File: src/rtl/calc_drv_pkg.sv
// Shared constants and port FSM encoding for the calc request sequencer.
package calc_drv_pkg;

  localparam int CMD_NOP = 0;
  localparam int CMD_ADD = 1;
  localparam int CMD_SUB = 2;
  localparam int CMD_LSH = 5;
  localparam int CMD_RSH = 6;

  localparam int RESP_NONE = 0;
  localparam int RESP_OK   = 1;
  localparam int RESP_ERR  = 2;

  typedef enum logic [2:0] {
    ST_IDLE = 3'd0,
    ST_OP1  = 3'd1,
    ST_OP2  = 3'd2,
    ST_WAIT = 3'd3,
    ST_RSP  = 3'd4
  } port_state_e;

endpackage

File: src/rtl/calc_drv_port.sv
// One calc DUT port: transaction FIFO, two-cycle request driver, response wait
// with timeout, and a held response awaiting the output arbiter.
module calc_drv_port
  import calc_drv_pkg::*;
#(
  parameter int DW      = 32,
  parameter int CW      = 4,
  parameter int RW      = 2,
  parameter int DEPTH   = 4,
  parameter int TIMEOUT = 255
) (
  input  logic          c_clk,
  input  logic          reset,
  input  logic          push,
  input  logic [CW-1:0] push_cmd,
  input  logic [DW-1:0] push_op1,
  input  logic [DW-1:0] push_op2,
  input  logic [RW-1:0] out_resp,
  input  logic [DW-1:0] out_data,
  input  logic          grant,
  output logic          full,
  output logic [CW-1:0] req_cmd,
  output logic [DW-1:0] req_data,
  output logic          rsp_pend,
  output logic [RW-1:0] rsp_code,
  output logic [DW-1:0] rsp_data,
  output logic          rsp_to,
  output logic          in_wait,
  output logic          busy_next,
  output logic [2:0]    state
);

  localparam int AW  = $clog2(DEPTH);
  localparam int CNW = $clog2(DEPTH + 1);
  // The wait counter only ever holds 0..TIMEOUT-1.
  localparam int TW  = (TIMEOUT > 1) ? $clog2(TIMEOUT) : 1;

  port_state_e   state_q, state_d;
  logic [CW-1:0] cmd_mem_q [DEPTH];
  logic [CW-1:0] cmd_mem_d [DEPTH];
  logic [DW-1:0] op1_mem_q [DEPTH];
  logic [DW-1:0] op1_mem_d [DEPTH];
  logic [DW-1:0] op2_mem_q [DEPTH];
  logic [DW-1:0] op2_mem_d [DEPTH];
  logic [AW-1:0]  wr_ptr_q, wr_ptr_d, rd_ptr_q, rd_ptr_d;
  logic [CNW-1:0] count_q, count_d;
  logic [TW-1:0]  cnt_q, cnt_d;
  logic [DW-1:0]  cur_op2_q, cur_op2_d;
  logic [CW-1:0]  req_cmd_q, req_cmd_d;
  logic [DW-1:0]  req_data_q, req_data_d;
  logic [RW-1:0]  code_q, code_d;
  logic [DW-1:0]  data_q, data_d;
  logic           to_q, to_d;
  logic           pop;

  assign full = (count_q == CNW'(DEPTH));
  assign pop  = (state_q == ST_IDLE) && (count_q != '0);

  always_comb begin
    state_d    = state_q;
    cmd_mem_d  = cmd_mem_q;
    op1_mem_d  = op1_mem_q;
    op2_mem_d  = op2_mem_q;
    wr_ptr_d   = wr_ptr_q;
    rd_ptr_d   = rd_ptr_q;
    count_d    = count_q;
    cnt_d      = cnt_q;
    cur_op2_d  = cur_op2_q;
    code_d     = code_q;
    data_d     = data_q;
    to_d       = to_q;
    req_cmd_d  = CW'(CMD_NOP);
    req_data_d = '0;

    if (push) begin
      cmd_mem_d[wr_ptr_q] = push_cmd;
      op1_mem_d[wr_ptr_q] = push_op1;
      op2_mem_d[wr_ptr_q] = push_op2;
      wr_ptr_d            = wr_ptr_q + 1'b1;
    end
    if (pop) rd_ptr_d = rd_ptr_q + 1'b1;
    case ({push, pop})
      2'b10:   count_d = count_q + 1'b1;
      2'b01:   count_d = count_q - 1'b1;
      default: count_d = count_q;
    endcase

    // Request outputs are registered, so they are computed for the next state.
    case (state_q)
      ST_IDLE: begin
        if (pop) begin
          state_d    = ST_OP1;
          req_cmd_d  = cmd_mem_q[rd_ptr_q];
          req_data_d = op1_mem_q[rd_ptr_q];
          cur_op2_d  = op2_mem_q[rd_ptr_q];
        end
      end
      ST_OP1: begin
        state_d    = ST_OP2;
        req_data_d = cur_op2_q;
      end
      ST_OP2: begin
        state_d = ST_WAIT;
        cnt_d   = '0;
      end
      ST_WAIT: begin
        if (out_resp != RW'(RESP_NONE)) begin
          state_d = ST_RSP;
          code_d  = out_resp;
          data_d  = out_data;
          to_d    = 1'b0;
        end else if (cnt_q == TW'(TIMEOUT - 1)) begin
          state_d = ST_RSP;
          code_d  = '0;
          data_d  = '0;
          to_d    = 1'b1;
        end else begin
          cnt_d = cnt_q + 1'b1;
        end
      end
      ST_RSP: begin
        if (grant) state_d = ST_IDLE;
      end
      default: state_d = ST_IDLE;
    endcase

    busy_next = (count_d != '0) || (state_d != ST_IDLE);
  end

  always_ff @(posedge c_clk or negedge reset) begin
    if (!reset) begin
      state_q    <= ST_IDLE;
      for (int i = 0; i < DEPTH; i++) begin
        cmd_mem_q[i] <= '0;
        op1_mem_q[i] <= '0;
        op2_mem_q[i] <= '0;
      end
      wr_ptr_q   <= '0;
      rd_ptr_q   <= '0;
      count_q    <= '0;
      cnt_q      <= '0;
      cur_op2_q  <= '0;
      req_cmd_q  <= '0;
      req_data_q <= '0;
      code_q     <= '0;
      data_q     <= '0;
      to_q       <= 1'b0;
    end else begin
      state_q    <= state_d;
      cmd_mem_q  <= cmd_mem_d;
      op1_mem_q  <= op1_mem_d;
      op2_mem_q  <= op2_mem_d;
      wr_ptr_q   <= wr_ptr_d;
      rd_ptr_q   <= rd_ptr_d;
      count_q    <= count_d;
      cnt_q      <= cnt_d;
      cur_op2_q  <= cur_op2_d;
      req_cmd_q  <= req_cmd_d;
      req_data_q <= req_data_d;
      code_q     <= code_d;
      data_q     <= data_d;
      to_q       <= to_d;
    end
  end

  assign req_cmd  = req_cmd_q;
  assign req_data = req_data_q;
  assign rsp_pend = (state_q == ST_RSP);
  assign rsp_code = code_q;
  assign rsp_data = data_q;
  assign rsp_to   = to_q;
  assign in_wait  = (state_q == ST_WAIT);
  assign state    = state_q;

endmodule

File: src/rtl/calc_req_sequencer.sv
// Accepts calc transactions, fans them out to per-port drivers and returns
// their responses on one round-robin arbitrated bus.
module calc_req_sequencer
  import calc_drv_pkg::*;
#(
  parameter int NPORTS  = 4,
  parameter int DW      = 32,
  parameter int CW      = 4,
  parameter int RW      = 2,
  parameter int DEPTH   = 4,
  parameter int TIMEOUT = 255
) (
  input  logic                      c_clk,
  input  logic                      reset,
  // txn handshake: a transaction transfers on a rising edge where txn_valid
  // and txn_ready are both high; txn_ready depends only on the fill of the
  // FIFO selected by txn_port, never on txn_valid.
  input  logic                      txn_valid,
  output logic                      txn_ready,
  input  logic [$clog2(NPORTS)-1:0] txn_port,
  input  logic [CW-1:0]             txn_cmd,
  input  logic [DW-1:0]             txn_op1,
  input  logic [DW-1:0]             txn_op2,
  output logic [NPORTS*CW-1:0]      req_cmd_out,
  output logic [NPORTS*DW-1:0]      req_data_out,
  input  logic [NPORTS*RW-1:0]      out_resp,
  input  logic [NPORTS*DW-1:0]      out_data,
  output logic                      rsp_valid,
  output logic [$clog2(NPORTS)-1:0] rsp_port,
  output logic [RW-1:0]             rsp_code,
  output logic [DW-1:0]             rsp_data,
  output logic                      rsp_timeout,
  output logic                      busy,
  output logic                      proto_err,
  output logic [NPORTS*3-1:0]       dbg_state
);

  localparam int PW = $clog2(NPORTS);

  logic [NPORTS-1:0] full, push, rsp_pend, grant, p_to, p_wait, busy_next;
  logic [RW-1:0]     p_code [NPORTS];
  logic [DW-1:0]     p_data [NPORTS];

  logic [PW-1:0] last_q, last_d, arb_idx, sel;
  logic          found;
  logic          rsp_valid_q, rsp_valid_d, rsp_to_q, rsp_to_d;
  logic [PW-1:0] rsp_port_q, rsp_port_d;
  logic [RW-1:0] rsp_code_q, rsp_code_d;
  logic [DW-1:0] rsp_data_q, rsp_data_d;
  logic          busy_q, busy_d, proto_err_q, proto_err_d;

  assign txn_ready = ~full[txn_port];

  always_comb begin
    push           = '0;
    push[txn_port] = txn_valid & ~full[txn_port];
  end

  for (genvar p = 0; p < NPORTS; p++) begin : g_port
    calc_drv_port #(
      .DW(DW), .CW(CW), .RW(RW), .DEPTH(DEPTH), .TIMEOUT(TIMEOUT)
    ) u_port (
      .c_clk     (c_clk),
      .reset     (reset),
      .push      (push[p]),
      .push_cmd  (txn_cmd),
      .push_op1  (txn_op1),
      .push_op2  (txn_op2),
      .out_resp  (out_resp[p*RW +: RW]),
      .out_data  (out_data[p*DW +: DW]),
      .grant     (grant[p]),
      .full      (full[p]),
      .req_cmd   (req_cmd_out[p*CW +: CW]),
      .req_data  (req_data_out[p*DW +: DW]),
      .rsp_pend  (rsp_pend[p]),
      .rsp_code  (p_code[p]),
      .rsp_data  (p_data[p]),
      .rsp_to    (p_to[p]),
      .in_wait   (p_wait[p]),
      .busy_next (busy_next[p]),
      .state     (dbg_state[p*3 +: 3])
    );
  end

  // Round-robin: search starts one past the last granted port.
  always_comb begin
    grant   = '0;
    found   = 1'b0;
    sel     = last_q;
    arb_idx = '0;
    for (int i = 1; i <= NPORTS; i++) begin
      arb_idx = PW'((int'(last_q) + i) % NPORTS);
      if (!found && rsp_pend[arb_idx]) begin
        found = 1'b1;
        sel   = arb_idx;
      end
    end
    if (found) grant[sel] = 1'b1;
    last_d      = sel;
    rsp_valid_d = found;
    rsp_port_d  = sel;
    rsp_code_d  = found ? p_code[sel] : '0;
    rsp_data_d  = found ? p_data[sel] : '0;
    rsp_to_d    = found & p_to[sel];

    proto_err_d = proto_err_q;
    for (int p = 0; p < NPORTS; p++) begin
      if ((out_resp[p*RW +: RW] != RW'(RESP_NONE)) && !p_wait[p]) proto_err_d = 1'b1;
    end
    busy_d = |busy_next;
  end

  always_ff @(posedge c_clk or negedge reset) begin
    if (!reset) begin
      last_q      <= PW'(NPORTS - 1);
      rsp_valid_q <= 1'b0;
      rsp_port_q  <= '0;
      rsp_code_q  <= '0;
      rsp_data_q  <= '0;
      rsp_to_q    <= 1'b0;
      busy_q      <= 1'b0;
      proto_err_q <= 1'b0;
    end else begin
      last_q      <= last_d;
      rsp_valid_q <= rsp_valid_d;
      rsp_port_q  <= rsp_port_d;
      rsp_code_q  <= rsp_code_d;
      rsp_data_q  <= rsp_data_d;
      rsp_to_q    <= rsp_to_d;
      busy_q      <= busy_d;
      proto_err_q <= proto_err_d;
    end
  end

  assign rsp_valid   = rsp_valid_q;
  assign rsp_port    = rsp_port_q;
  assign rsp_code    = rsp_code_q;
  assign rsp_data    = rsp_data_q;
  assign rsp_timeout = rsp_to_q;
  assign busy        = busy_q;
  assign proto_err   = proto_err_q;

endmodule

File: config.mk
export PLATFORM = sky130hd
export DESIGN_NAME = calc_req_sequencer
export DESIGN_NICKNAME = d
export VERILOG_FILES = /design/src/rtl/calc_drv_pkg.sv /design/src/rtl/calc_drv_port.sv /design/src/rtl/calc_req_sequencer.sv
export SDC_FILE = /design/constraint.sdc
export NUM_CORES = 2
export LEC_CHECK = 0
export ABC_AREA = 1
export BUFFER_PORTS_ARGS = -buffer_cell sky130_fd_sc_hd__buf_2
export CAP_MARGIN = 25
export CELL_PAD_IN_SITES_DETAIL_PLACEMENT = 1
export CELL_PAD_IN_SITES_GLOBAL_PLACEMENT = 2
export CORE_ASPECT_RATIO = 0.9
export CORE_MARGIN = 1.5
export CORE_UTILIZATION = 42
export CTS_BUF_LIST = sky130_fd_sc_hd__clkbuf_16
export DETAILED_ROUTE_END_ITERATION = 10
export PLACE_DENSITY = 0.95
export SKIP_CTS_REPAIR_TIMING = 1
export SYNTH_ARGS = -nofsm -noshare
export SYNTH_HDL_FRONTEND = slang
export SYNTH_SLANG_ARGS = --single-unit
File: constraint.sdc
create_clock -name c_clk -period 8.15 [get_ports c_clk]
set_input_delay 0 -clock c_clk [delete_from_list [all_inputs] [get_ports c_clk]]
set_output_delay 0 -clock c_clk [all_outputs]
set_load 0.01 [all_outputs]
==> results.txt <==
WL met3: 16,340 um
Yosys reg bits: 1,614
Top delay family on crit path: buffers and inverters
num ports: 406
EDFF count, synth: 0
Placed Cells: 9,460
Post-Syn Instances: 7,366
setup repair after global routing missed its margin: no
number of global-route vias before repair: 58.51k
Area Overhead vs Synth: 17.07%
synthesized area: 67,980 um^2
Die H: 384.7 um
worst r2r path cells: 18
Clock Path Buffers: 3
XOR/XNOR Fraction of Synth Area: 0.2834%
Setup violations, final: 0
Post-Synth Adder-Cell Area: 0.6331%
initial antenna violation count: 35
Core Rows: 139
compound-gate portion of the synthesized area: 21.16%
endpoints failing hold: 3
hold crit path type: input port to flop
total track usage: 29.03%
P per Cell Area: 440.6 nW/um^2
WHS: -5.855 ps
Final Cycle Share: 48.63%
Hold Path Depth: 4
highest routed layer: met5
WS Path Type: flop to flop
clock latency on the worst-skew pair: 840 ps
per-cell routed wire length: 25.82 um
GPL Wtd Cong: 0.9559
max-cap violations: 0
CTS tree: yes
1st-iter DRT viols: 5,418
grt total ovfl: 0
VDD IR max: 335.9 uV
Clock Skew: 45.48 ps
H-tree level count: 4
CP most frequent cell: nor2_1
CP cell instances: clkinv_1, buf_4, and3_2, buf_4, ha_1, inv_1, fa_1, a21oi_1, o21ai_0, xor2_1, inv_1, nand2_1, nor2_1, nand3_1, nor2_1, nand3_1, nor2_1, nand2_1
CTS Root Cell: clkbuf_16
Final Net Count: 8,059
Synth Net Count: 7,607
CP peak stage delay: 640 ps
mean area per synthesized cell: 9.229 um^2
Num CTS Buffers: 172
Worst Tran Pin Value: 1110 ps
WL met2: 126,300 um
chip width: 427.1 um
WL met1: 101,400 um
post-route antenna net violation count: 0
failing checks: negative hold slack
largest net degree at the start of global routing: 173
first-pass GRT wire length: 363,700 um
First-pass DRT Iterations: 9
Critical Path Slowest Stage Cell: buf_4
Lkg Pwr: 36.29 nW
layout cells sized above 1: 9.751%
number of remaining DRC errors: 0
drt total wl: 260,700 um
minimum clock period: 3963 ps
Slew Limit Fails: 0
Worst Path Buf+Inv: 5
post-synth top area cell: dfrtp_1
outcome: finished with violations
Post-Layout Cell Count: 10.10k
Area contributors post-synth: dfrtp_1 (59%), o21ai_0 (8.9%), nand2_1 (6.9%), a21oi_1 (5.1%), nor2_1 (3.3%)
top_reg_cell synth: dfrtp_1
Avg Vias per Cell: 5.812
Max Freq: 0.2523 GHz
Synth async-reset ratio: 100.0%
mux contribution to synthesized area: 0%
Yosys warnings: 0
Initial Utilization: 42.44%
cell count along the critical path: 18
startpoint type of the worst setup path: flop
Fin Setup TNS: 0 ps
Reg clk slew, reported paths: 60 ps
sequential cell area fraction in the yosys report: 59.42%
Synth top cells by count: dfrtp_1 (1,612), nand2_1 (1,247), o21ai_0 (1,210)
CP endpoint kind: flop
Die Area: 164,300 um^2
TritonCTS Sinks: 1,614
Port-buffer cells: 405
Core Area: 160,200 um^2
simple-gate area share of the yosys netlist: 11.42%
routed vias: 58.70k
Slew HR: 26.03%
post-DP HPWL: 153,700 um
Critical Path Fanout Max: 67
Arr. time, crit path: 4660 ps
most frequent cell after synthesis: dfrtp_1
Netlist cell types: 40
CP required: 8850 ps
largest family of logic cells by synthesized area: compound AO/OA/AOI/OAI gates
area share of the largest cell type after synthesis: 59.34%
## routing by layer
layer  global-route usage (%)  vias up
li1                         -    25440
met1                    36.33    30180
met2                    48.50     2293
met3                    5.093      778
met4                    14.13       12
met5                   0.8480        -
## logic make-up after synthesis
logic type,count (synthesis)
xor gates and xnor gates,22
and+or+nand+nor,1968
AOI/OAI and AO/OA,2568
adders and majority gates,32
DFF,1614
buffers and inverters,1162
## through the flow
step / instance area, um^2 / util [%] / total power [W] / hold WS [ps] / setup WS [ps]
5_1_grt: 79560 / 49.67 / 0.03700 / -6.072 / 3863
3_3_place_gp: 71080 / 44.38 / 0.02568 / 112.7 / 4145
4_1_cts: 76410 / 47.70 / 0.03416 / -724.0 / 4159
3_5_place_dp: 71120 / 44.40 / 0.02647 / 120.0 / 4202
6_report: 79580 / 49.68 / 0.03506 / -5.855 / 4187
2_1_floorplan: 67980 / - / 0.02157 / -295.6 / 5005
## sequential cells by signal (all words and copies together) (netlist names)
signal	flops
g_port.u_port.rsp_to	4
g_port.u_port.rsp_data	128
g_port.u_port.cnt_q	32
g_port.u_port.rsp_code	8
rsp_timeout	1
proto_err	1
last_q	2
g_port.u_port.cur_op2_q	128
rsp_data	32
rsp_port	2
g_port.u_port.op1_mem_q	512
busy	1
g_port.u_port.req_cmd	16
g_port.u_port.count_q	12
g_port.u_port.state	12
rsp_valid	1
g_port.u_port.op2_mem_q	512
g_port.u_port.wr_ptr_q	8
g_port.u_port.rd_ptr_q	8
g_port.u_port.req_data	128
g_port.u_port.cmd_mem_q	64
rsp_code	2
## tightest hold or removal path, stage by stage
cell and delay [ps]:
dlygate4sd3_1 530, buf_2 100, nand2_1 40, o21ai_0 80
## power breakdown
part / total [W] / switching [W] / internal [W]
Combinational: 0.0133 / 0.00908 / 0.00426
Clock: 0.00759 / 0.00346 / 0.00412
Sequential: 0.0141 / 0.00226 / 0.0119
## layout by cell type (no fill, tap or decap), types with 137 or more instances in the layout
cell / instances
nand2_1: 1247
inv_1: 622
nor2_1: 587
clkbuf_16: 175
a21oi_1: 694
dfrtp_1: 1604
o21a_1: 137
buf_2: 404
o21ai_0: 1210
dlygate4sd3_1: 291
## path summary, 6_finish.rpt
kind,end,slack (ps),start
max,busy$_DFF_PN0_,4190,g_port[3].u_port.state[2]$_DFF_PN0_
max in group asynchronous,g_port[0].u_port.rsp_data[16]$_DFFE_PN0P_,5880,reset
min,g_port[1].u_port.rsp_data[10]$_DFFE_PN0P_,-6,out_data[42]
max reg2reg,busy$_DFF_PN0_,4190,g_port[3].u_port.state[2]$_DFF_PN0_
min reg2reg,g_port[3].u_port.op2_mem_q[84]$_DFFE_PN0P_,480,g_port[3].u_port.op2_mem_q[84]$_DFFE_PN0P_
min in group asynchronous,g_port[0].u_port.op2_mem_q[12]$_DFFE_PN0P_,320,reset
## final cells by class
type,instances,area [um^2]
timing repair buffer,782,5846
sequential,1614,40420
clock buffer,175,4379
inverter,658,2474
clock inverter,139,908.4
multi-input combinational,4590,22850
antenna,26,65.06
tap,2115,2646
fill,18130,80590
Note: power is estimated with default switching activity, not from simulation.
